[src/rtl/eth_parser_pkg.sv]
// Shared types and constants for the Ethernet parser front end.
// Contents:
//   arb_state_t   - ingress arbiter FSM states (ARB_IDLE, ARB_GRANT)
//   ARB_CNT_WIDTH - width of the per-port granted-frame counters
//   rr_wrap()     - (base + off) mod n for round-robin scans, where
//                   base < n and off <= n
package eth_parser_pkg;

  typedef enum logic {
    ARB_IDLE  = 1'b0,
    ARB_GRANT = 1'b1
  } arb_state_t;

  localparam int ARB_CNT_WIDTH = 32;

  // Both operands are bounded, so one conditional subtract replaces a divider.
  function automatic int rr_wrap(input int base, input int off, input int n);
    int s;
    s = base + off;
    if (s >= n) s = s - n;
    return s;
  endfunction

endpackage

[src/rtl/eth_ingress_arbiter_rr_priority_select.sv]
// rr_priority_select: combinational round-robin picker.
// Scans last_idx+1, last_idx+2, ... (mod NUM_PORTS). It returns the first
// requester it finds in that order.
// Ports:
//   req       in  NUM_PORTS  request vector
//   last_idx  in  PORT_W     most recently served index
//   grant_idx out PORT_W     selected index (0 when nothing requests)
//   any_req   out 1          at least one request bit is set
module rr_priority_select
  import eth_parser_pkg::*;
#(
  parameter int NUM_PORTS = 4,
  parameter int PORT_W    = (NUM_PORTS > 1) ? $clog2(NUM_PORTS) : 1
) (
  input  logic [NUM_PORTS-1:0] req,
  input  logic [PORT_W-1:0]    last_idx,
  output logic [PORT_W-1:0]    grant_idx,
  output logic                 any_req
);

  logic [PORT_W-1:0] cand;

  // Walk from the farthest offset back to the nearest one. The last hit
  // therefore becomes the closest requester after last_idx.
  always_comb begin
    grant_idx = '0;
    cand      = '0;
    any_req   = |req;
    for (int k = NUM_PORTS; k >= 1; k--) begin
      cand = PORT_W'(rr_wrap(int'(last_idx), k, NUM_PORTS));
      if (req[cand]) grant_idx = cand;
    end
  end

endmodule

[src/rtl/eth_ingress_arbiter.sv]
// eth_ingress_arbiter: frame-granular round-robin mux. It shares the parser's
// single AXI-stream input among NUM_PORTS sources. A granted port keeps the
// output until its tlast beat handshakes, so frames never interleave. The
// arbiter spends one IDLE cycle between frames to choose the next port.
// Ports:
//   clk, rst         clock, asynchronous active-high reset
//   s_tdata/tvalid/tlast/tready   flattened per-port source streams
//   m_tdata/tvalid/tlast/tready   muxed stream toward the parser
//   m_tid            index of the port owning the beat (holds while idle)
//   grant_active     high while a frame is in progress
//   frames_granted   per-port 32-bit grant counters. This port exists only
//                    when the ETH_ARB_FRAME_CNT_EN macro is defined.
module eth_ingress_arbiter
  import eth_parser_pkg::*;
#(
  parameter  int NUM_PORTS  = 4,
  parameter  int DATA_WIDTH = 64,
  localparam int PORT_W     = (NUM_PORTS > 1) ? $clog2(NUM_PORTS) : 1
) (
  input  logic                            clk,
  input  logic                            rst,
  input  logic [NUM_PORTS*DATA_WIDTH-1:0] s_tdata,
  input  logic [NUM_PORTS-1:0]            s_tvalid,
  output logic [NUM_PORTS-1:0]            s_tready,
  input  logic [NUM_PORTS-1:0]            s_tlast,
  output logic [DATA_WIDTH-1:0]           m_tdata,
  output logic                            m_tvalid,
  input  logic                            m_tready,
  output logic                            m_tlast,
  output logic [PORT_W-1:0]               m_tid,
  output logic                            grant_active
`ifdef ETH_ARB_FRAME_CNT_EN
  ,
  output logic [NUM_PORTS*ARB_CNT_WIDTH-1:0] frames_granted
`endif
);

  arb_state_t        state_q, state_d;
  logic [PORT_W-1:0] grant_idx_q, grant_idx_d;
  logic [PORT_W-1:0] last_idx_q, last_idx_d;
  logic [PORT_W-1:0] sel_idx;
  logic              any_req;

  logic [NUM_PORTS-1:0][DATA_WIDTH-1:0] s_data_arr;
  assign s_data_arr = s_tdata;

  rr_priority_select #(.NUM_PORTS(NUM_PORTS), .PORT_W(PORT_W)) u_sel (
    .req       (s_tvalid),
    .last_idx  (last_idx_q),
    .grant_idx (sel_idx),
    .any_req   (any_req)
  );

  // grant_idx_q only changes when a new grant is taken. It therefore already
  // holds the last owner through the IDLE bubble.
  assign m_tid = grant_idx_q;

  always_comb begin
    state_d      = state_q;
    grant_idx_d  = grant_idx_q;
    last_idx_d   = last_idx_q;
    m_tvalid     = 1'b0;
    m_tlast      = 1'b0;
    m_tdata      = '0;
    s_tready     = '0;
    grant_active = 1'b0;
    case (state_q)
      ARB_IDLE: begin
        if (any_req) begin
          grant_idx_d = sel_idx;
          state_d     = ARB_GRANT;
        end
      end
      ARB_GRANT: begin
        grant_active          = 1'b1;
        m_tvalid              = s_tvalid[grant_idx_q];
        m_tlast               = s_tlast[grant_idx_q];
        m_tdata               = s_data_arr[grant_idx_q];
        s_tready[grant_idx_q] = m_tready;
        // Only the frame's final handshake releases the grant. A stalled
        // source keeps ownership indefinitely.
        if (m_tvalid && m_tready && m_tlast) begin
          last_idx_d = grant_idx_q;
          state_d    = ARB_IDLE;
        end
      end
      default: state_d = ARB_IDLE;
    endcase
  end

  // last_idx resets to the top port, so the first scan starts at port 0.
  always_ff @(posedge clk or posedge rst) begin
    if (rst) begin
      state_q     <= ARB_IDLE;
      grant_idx_q <= '0;
      last_idx_q  <= PORT_W'(NUM_PORTS - 1);
    end else begin
      state_q     <= state_d;
      grant_idx_q <= grant_idx_d;
      last_idx_q  <= last_idx_d;
    end
  end

`ifdef ETH_ARB_FRAME_CNT_EN
  logic [NUM_PORTS-1:0][ARB_CNT_WIDTH-1:0] cnt_q, cnt_d;

  // Count on the IDLE->GRANT edge. The counters wrap freely.
  always_comb begin
    cnt_d = cnt_q;
    if (state_q == ARB_IDLE && any_req)
      cnt_d[sel_idx] = cnt_q[sel_idx] + ARB_CNT_WIDTH'(1);
  end

  always_ff @(posedge clk or posedge rst) begin
    if (rst) cnt_q <= '0;
    else     cnt_q <= cnt_d;
  end

  assign frames_granted = cnt_q;
`endif

endmodule

[config.mk]
export PLATFORM = sky130hd
export DESIGN_NAME = eth_ingress_arbiter
export DESIGN_NICKNAME = d
export VERILOG_FILES = /design/src/rtl/eth_parser_pkg.sv /design/src/rtl/eth_ingress_arbiter_rr_priority_select.sv /design/src/rtl/eth_ingress_arbiter.sv
export SDC_FILE = /design/constraint.sdc
export NUM_CORES = 1
export LEC_CHECK = 0
export ABC_AREA = 0
export BUFFER_PORTS_ARGS = -buffer_cell sky130_fd_sc_hd__buf_2
export CORE_AREA = 2 2 132 134
export CTS_BUF_LIST = sky130_fd_sc_hd__clkbuf_4
export DETAILED_ROUTE_END_ITERATION = 10
export DIE_AREA = 0 0 134 136
export GPL_TIMING_DRIVEN = 0
export PLACE_DENSITY_LB_ADDON = 0.3
export SKIP_CTS_REPAIR_TIMING = 1
export SLEW_MARGIN = 20
export SYNTH_ARGS = -nofsm -noshare
export SYNTH_HDL_FRONTEND = slang
export SYNTH_SLANG_ARGS = --single-unit
[constraint.sdc]
create_clock -name clk -period 2.3 [get_ports clk]
set_input_delay 0.345 -clock clk [delete_from_list [all_inputs] [get_ports clk]]
set_output_delay 0.345 -clock clk [all_outputs]
set_load 0.03 [all_outputs]
==> reports/metrics.yaml, run 1 <==
run_status:
  outcome: "completed"
worst_setup_path:
  crit_type: "reg -> out"
  cpPeakStageDelay_ns: 0.49
  crit_fanout: 10
  cp_common_cell: "buf_12"
  r2r-end: "last_idx_q[0]$_DFFE_PP1P_"
  reg2reg_depth: 5
  path_buf_inv: 4
  cp_cell_sequence: "buf_6 -> buf_12 -> buf_12 -> mux4_2 -> and2_1 -> buf_2"
  crit_path_start_kind: "flip-flop"
  required_ns: 1.96
  cp_top_family: "buffers and inverters"
  endpoint_kind: "primary output"
  arrival_ns: 1.89
  reg2reg_from: "m_tid[0]$_DFFE_PP0P_"
  r2r_slack_ns: 0.52
  crit_slowest_cell: "mux4_2"
place:
  place_congestion: 0.7290
  dpl-instance-area_um2: 4342
  dp.cells: 756
  numPortBuffers: 339
  hpwl_um: 10440
timing:
  finalCriticalPeriod_ns: 2.234
  slew_headroom: 0.5980
  worst_slew_pin_slew_ns: 0.5974
  timing.hold.ws_ns: 0.009743
  finalMaxSlewViolations: 0
  skew_ns: 0.004878
  fmax_ghz: 0.4476
  fin_crit_sh: 0.9713
  rsz0062_at_grt: "yes"
  hold_viol: 0
  setup_viol: 0
die:
  ioPinCount: 340
  die_width_um: 134
  fp.dieH_um: 136
  start_util: 0.1401
  die_area_um2: 18220
  rows: 48
  core-area_um2: 16880
clocking:
  cts.path.max_buffers: 2
  cts_max_level: 1
  cts_root_buf: "clkbuf_4"
  cts_tree: "yes"
  cts_buffers: 3
  clk_latency_ns: 0.24
  cts_sinks: 5
  path_clk_slew_ns: 0.04
yosys:
  ys_ff_latch: 5
  avgSynthCellArea_um2: 12.31
  synth_cell_type_count: 26
  ys_seq_area_frac: 0.05400
  syn-num-nets: 459
  netlist_instances: 192
  yosysWarnings: 0
  syn_area_um2: 2364
power:
  total_power_uw: 5443
  powerDensity_nw_per_um2: 1221
  p_leak_uw: 0.002218
  worst_ir_drop_vdd_v: 0.0004294
route:
  num_vias: 3158
  drc: 0
  dr.pass1.iters: 4
  via_per_inst: 4.112
  ant_nets: 0
  wl_per_cell_um: 15.02
  drtIter0Drc: 80
  drt_wl_total_um: 11530
grt:
  grt_max_degree: 11
  overflow: 0
  grt_pass1_wl_um: 16250
  antenna_found_initial: 5
  grt_pass1_vias: 3168
  track_usage: 0.1155
finish:
  fin_nets: 806
  area_delta_synth_final_pct: 88.62
  final_cells: 768
  layout_common_cells: "buf_2, mux4_2, and2_1"
  fill_cells: 1862
  regArea_um2: 127.6
  multi_input_area_um2: 2067
  final_common_cell: "buf_2"
  final_util: 0.2642
  drive_gt1_frac: 0.8030
  design_area_um2: 4458
flow_run:
  cap_violations: 0
min_path:
  min_path_type: "in -> async"
==> cells by family after synthesis <==
kind of cell | count (synthesis) | share of synthesized area
muxes | 68 | 0.6384
DFF | 5 | 0.05400
buffers and inverters | 27 | 0.07147
and+or+nand+nor | 84 | 0.2128
AOI/OAI and AO/OA | 8 | 0.02330
==> synth_stat cells <==
cell      number  area [µm²]
and2_1        66       412.9
mux4_2        66        1486
clkbuf_1      13       48.80
nor2_1         7       26.28
buf_2          6       30.03
buf_12         3       60.06
dfrtp_1        3       75.07
inv_1          3       11.26
o21ai_0        3       15.01
dfstp_2        2       52.55
mux2_1         2       22.52
nand2b_1       2       12.51
nor2b_1        2       12.51
nor3_1         2       10.01
a21boi_1       1       7.510
a21o_1         1       7.510
a41oi_1        1       8.760
buf_4          1       7.510
buf_6          1       11.26
nand2_1        1       3.750
nand3_1        1       5.000
nand4_1        1       6.260
nor3b_1        1       7.510
nor4_1         1       6.260
o21a_1         1       7.510
o41ai_1        1       8.760
==> layout make-up <==
cell class,instances,share of cell area
antenna,5,0.002807
buffer,24,0.04406
clock buffer,4,0.006736
inverter,3,0.002526
multi-input combinational,160,0.4637
sequential,5,0.02863
tap,225,0.06315
timing repair buffer,342,0.3884
==> worst reg2reg max path, stage by stage (launching register included) <==
cell and delay, ns:
dfrtp_1 0.35, buf_6 0.16, buf_4 0.14, mux4_2 0.53
nand4_1 0.19, mux2_1 0.34
==> per-stage QoR <==
stage,setup WS (ns),setup TNS [ns]
after CTS,-0.3005,-15.12
after global placement,-0.01764,-0.05142
after detailed placement,-0.03350,-0.1403
after global routing,-0.008820,-0.02479
after floorplan,0.1663,0
final,0.06610,0
==> routing by layer <==
layer	wire length (µm)	share of wire	global-route usage
met3	1180	0.10	0.03617
met1	4282	0.37	0.1232
met2	5930	0.51	0.2197
met4	141	0.012	0.03014
met5	0	0	0
==> flip-flops by register name, summed over array words and instances, names as in the netlist <==
name,cells
last_idx_q,2
m_tid,2
state_q,1
==> power by group <==
| group | total [µW] | internal, µW | leakage [µW] | switching, µW |
|---|---|---|---|---|
| Sequential | 177 | 140 | 0.0000534 | 37.8 |
| Clock | 114 | 77.4 | 0.0000184 | 36.3 |
| Combinational | 5150 | 2240 | 0.00215 | 2910 |
| Total | 5440 | 2460 | 0.00222 | 2980 |
==> worst max-delay path by stage <==
stage / startpoint / to / slack [ns] / depth (start not counted)
floorplan: state_q$_DFF_PP0_ / s_tready[0] / 0.17 / 4
global placement: m_tid[1]$_DFFE_PP0P_ / m_tdata[20] / -0.02 / 5
detailed placement: state_q$_DFF_PP0_ / s_tready[1] / -0.03 / 5
CTS: state_q$_DFF_PP0_ / s_tready[1] / -0.30 / 5
global route: m_tid[0]$_DFFE_PP0P_ / m_tdata[20] / -0.009 / 6
finish: m_tid[0]$_DFFE_PP0P_ / m_tdata[20] / 0.07 / 6
No activity file was read; power rests on OpenSTA's default activity.
==> inputs of run 2 (changes only) <==
--- a/config.mk
+++ b/config.mk
@@ -8,7 +8,6 @@
 export ABC_AREA = 0
 export BUFFER_PORTS_ARGS = -buffer_cell sky130_fd_sc_hd__buf_2
 export CORE_AREA = 2 2 132 134
-export CTS_BUF_LIST = sky130_fd_sc_hd__clkbuf_4
 export DETAILED_ROUTE_END_ITERATION = 10
 export DIE_AREA = 0 0 134 136
 export GPL_TIMING_DRIVEN = 0
==> reports/metrics.yaml, run 2 (same netlist as run 1, synthesis figures left out) <==
worst_setup_path:
  crit_fanout: 10  # unchanged
  crit_type: "reg -> out"  # unchanged
  required_ns: 1.96  # about the same
  reg2reg_from: "m_tid[0]$_DFFE_PP0P_"  # unchanged
  endpoint_kind: "primary output"  # unchanged
  crit_path_start_kind: "flip-flop"  # unchanged
  arrival_ns: 1.88  # was 1.89 ns
  cp-startpoint: "m_tid[0]$_DFFE_PP0P_"  # unchanged
grt:
  track_usage: 0.1160  # was 0.1155
  antenna_found_initial: 4  # was 5
  grt_pass1_wl_um: 16240  # was 16,250 µm
  grt_max_degree: 11  # unchanged
  overflow: 0  # unchanged
  grt_pass1_vias: 3143  # was 3,168
die:
  die_area_um2: 18220  # unchanged
  start_util: 0.1401  # unchanged
  fp.dieH_um: 136  # unchanged
  rows: 48  # unchanged
  ioPinCount: 340  # unchanged
  die_width_um: 134  # unchanged
  core-area_um2: 16880  # unchanged
place:
  dpl-instance-area_um2: 4342  # unchanged
  hpwl_um: 10440  # unchanged
  numPortBuffers: 339  # unchanged
  place_congestion: 0.7290  # unchanged
finish:
  final_common_cell: "buf_2"  # unchanged
  drive_gt1_frac: 0.8011  # was 0.8030
  layout_common_cells: "buf_2, mux4_2, and2_1"  # unchanged
  area_delta_synth_final_pct: 90.42  # was 88.62%
  design_area_um2: 4501  # was 4458 µm²
  fin_nets: 806  # unchanged
power:
  clkPwrFrac: 0.051  # was 0.021
  power_frac_comb: 0.918  # was 0.947
  intPower_uw: 2607  # was 2460 µW
  swShare: 0.5355  # was 0.5481
  worst_ir_drop_vdd_v: 0.0004294  # about the same
  p_sw_uw: 3006  # was 2983 µW
  powerDensity_nw_per_um2: 1247  # was 1221 nW/µm²
  p_leak_uw: 0.002236  # was 0.002218 µW
  power.share.sequential: 0.032  # was 0.033
run_status:
  outcome: "completed"  # unchanged
route:
  drc: 0  # unchanged
  drt_wl_total_um: 11540  # was 11,530 µm
  num_vias: 3158  # unchanged
  dr.pass1.iters: 4  # unchanged
  drtIter0Drc: 86  # was 80
  via_per_inst: 4.117  # was 4.112
  wl_per_cell_um: 15.04  # was 15.02 µm
  ant_nets: 0  # unchanged
clocking:
  cts.path.max_buffers: 2  # unchanged
  cts_max_level: 1  # unchanged
  cts_root_buf: "clkbuf_16"  # was clkbuf_4
  cts_sinks: 5  # unchanged
  cts_tree: "yes"  # unchanged
  clk_latency_ns: 0.23  # was 0.24 ns
  path_clk_slew_ns: 0.03  # was 0.04 ns
  cts_buffers: 3  # unchanged
timing:
  fin_crit_sh: 0.9683  # was 0.9713
  rsz0062_at_grt: "no"  # was yes
  setup_viol: 0  # unchanged
  finalCriticalPeriod_ns: 2.227  # was 2.234 ns
  skew_ns: 0.0009326  # was 0.004878 ns
  timing.hold.ws_ns: 0.03095  # was 0.009743 ns
  slew_headroom: 0.5990  # was 0.5980
  hold_viol: 0  # unchanged
  finalMaxSlewViolations: 0  # unchanged
  worst_slew_pin_slew_ns: 0.5960  # was 0.5974 ns
  fmax_ghz: 0.4490  # was 0.4476 GHz
min_path:
  min_path_type: "in -> async"  # unchanged
flow_run:
  cap_violations: 0  # unchanged
-- run 2: cell types whose count changed in the layout (fill, tap and decap cells not counted), sizes merged --
cell and change:
diode -1
-- run 2: critical path, stage by stage (launching register included) --
cell     delay [ns]
dfrtp_1        0.36
buf_6          0.16
buf_12         0.13
buf_12         0.14
mux4_2         0.49
and2_1         0.19
buf_2          0.18
-- run 2: power by group through the flow --
stage | Clock (µW) | Combinational [µW] | Sequential, µW
final | 286 | 5150 | 177
after global routing | 296 | 5490 | 183
after CTS | 290 | 5140 | 176
after detailed placement | 0 | 5130 | 178
after global placement | 0 | 5130 | 176
after floorplan | 0 | 3710 | 205
-- run 2: cell type report --
type / count / area [µm²]
Multi-Input combinational cell: 160 / 2067
Inverter: 3 / 11.26
Clock buffer: 4 / 78.83
Antenna cell: 4 / 10.01
Tap cell: 225 / 281.5
Buffer: 24 / 192.7
Fill cell: 1856 / 12380
Timing Repair Buffer: 342 / 1732
Sequential cell: 5 / 127.6
-- run 2: final timing paths --
path / to / slack (ns) / cells past startpoint
setup reg to reg: last_idx_q[0]$_DFFE_PP1P_ / 0.52 / 5
hold reg to reg: m_tid[0]$_DFFE_PP0P_ / 0.60 / 2
hold / removal: state_q$_DFF_PP0_ / 0.03 / 2
min in group clk: m_tid[1]$_DFFE_PP0P_ / 0.49 / 3
setup / recovery: m_tdata[20] / 0.07 / 6
max in group asynchronous: last_idx_q[1]$_DFFE_PP1P_ / 2.02 / 2
-- run 2: stage by stage --
stage / utilization / total power, µW / setup WS, ns / instances / setup TNS (ns)
CTS: 0.2619 / 5605 / -0.2798 / 760 / -13.82
finish: 0.2667 / 5612 / 0.07288 / 767 / 0
detailed placement: 0.2573 / 5307 / -0.03350 / 756 / -0.1403
floorplan: - / 3918 / 0.1663 / 192 / 0
global placement: 0.2573 / 5304 / -0.01764 / 756 / -0.05142
global route: 0.2665 / 5971 / 0.003259 / 766 / 0
-- run 2: routing by layer --
layer  up-vias  GRT usage  part of all wire
met3        10    0.03617              0.10
met4         0    0.03369             0.013
met5         -          0                 0
met2       195     0.2185              0.51
met1      1476     0.1241              0.37
li1       1477          -                 -
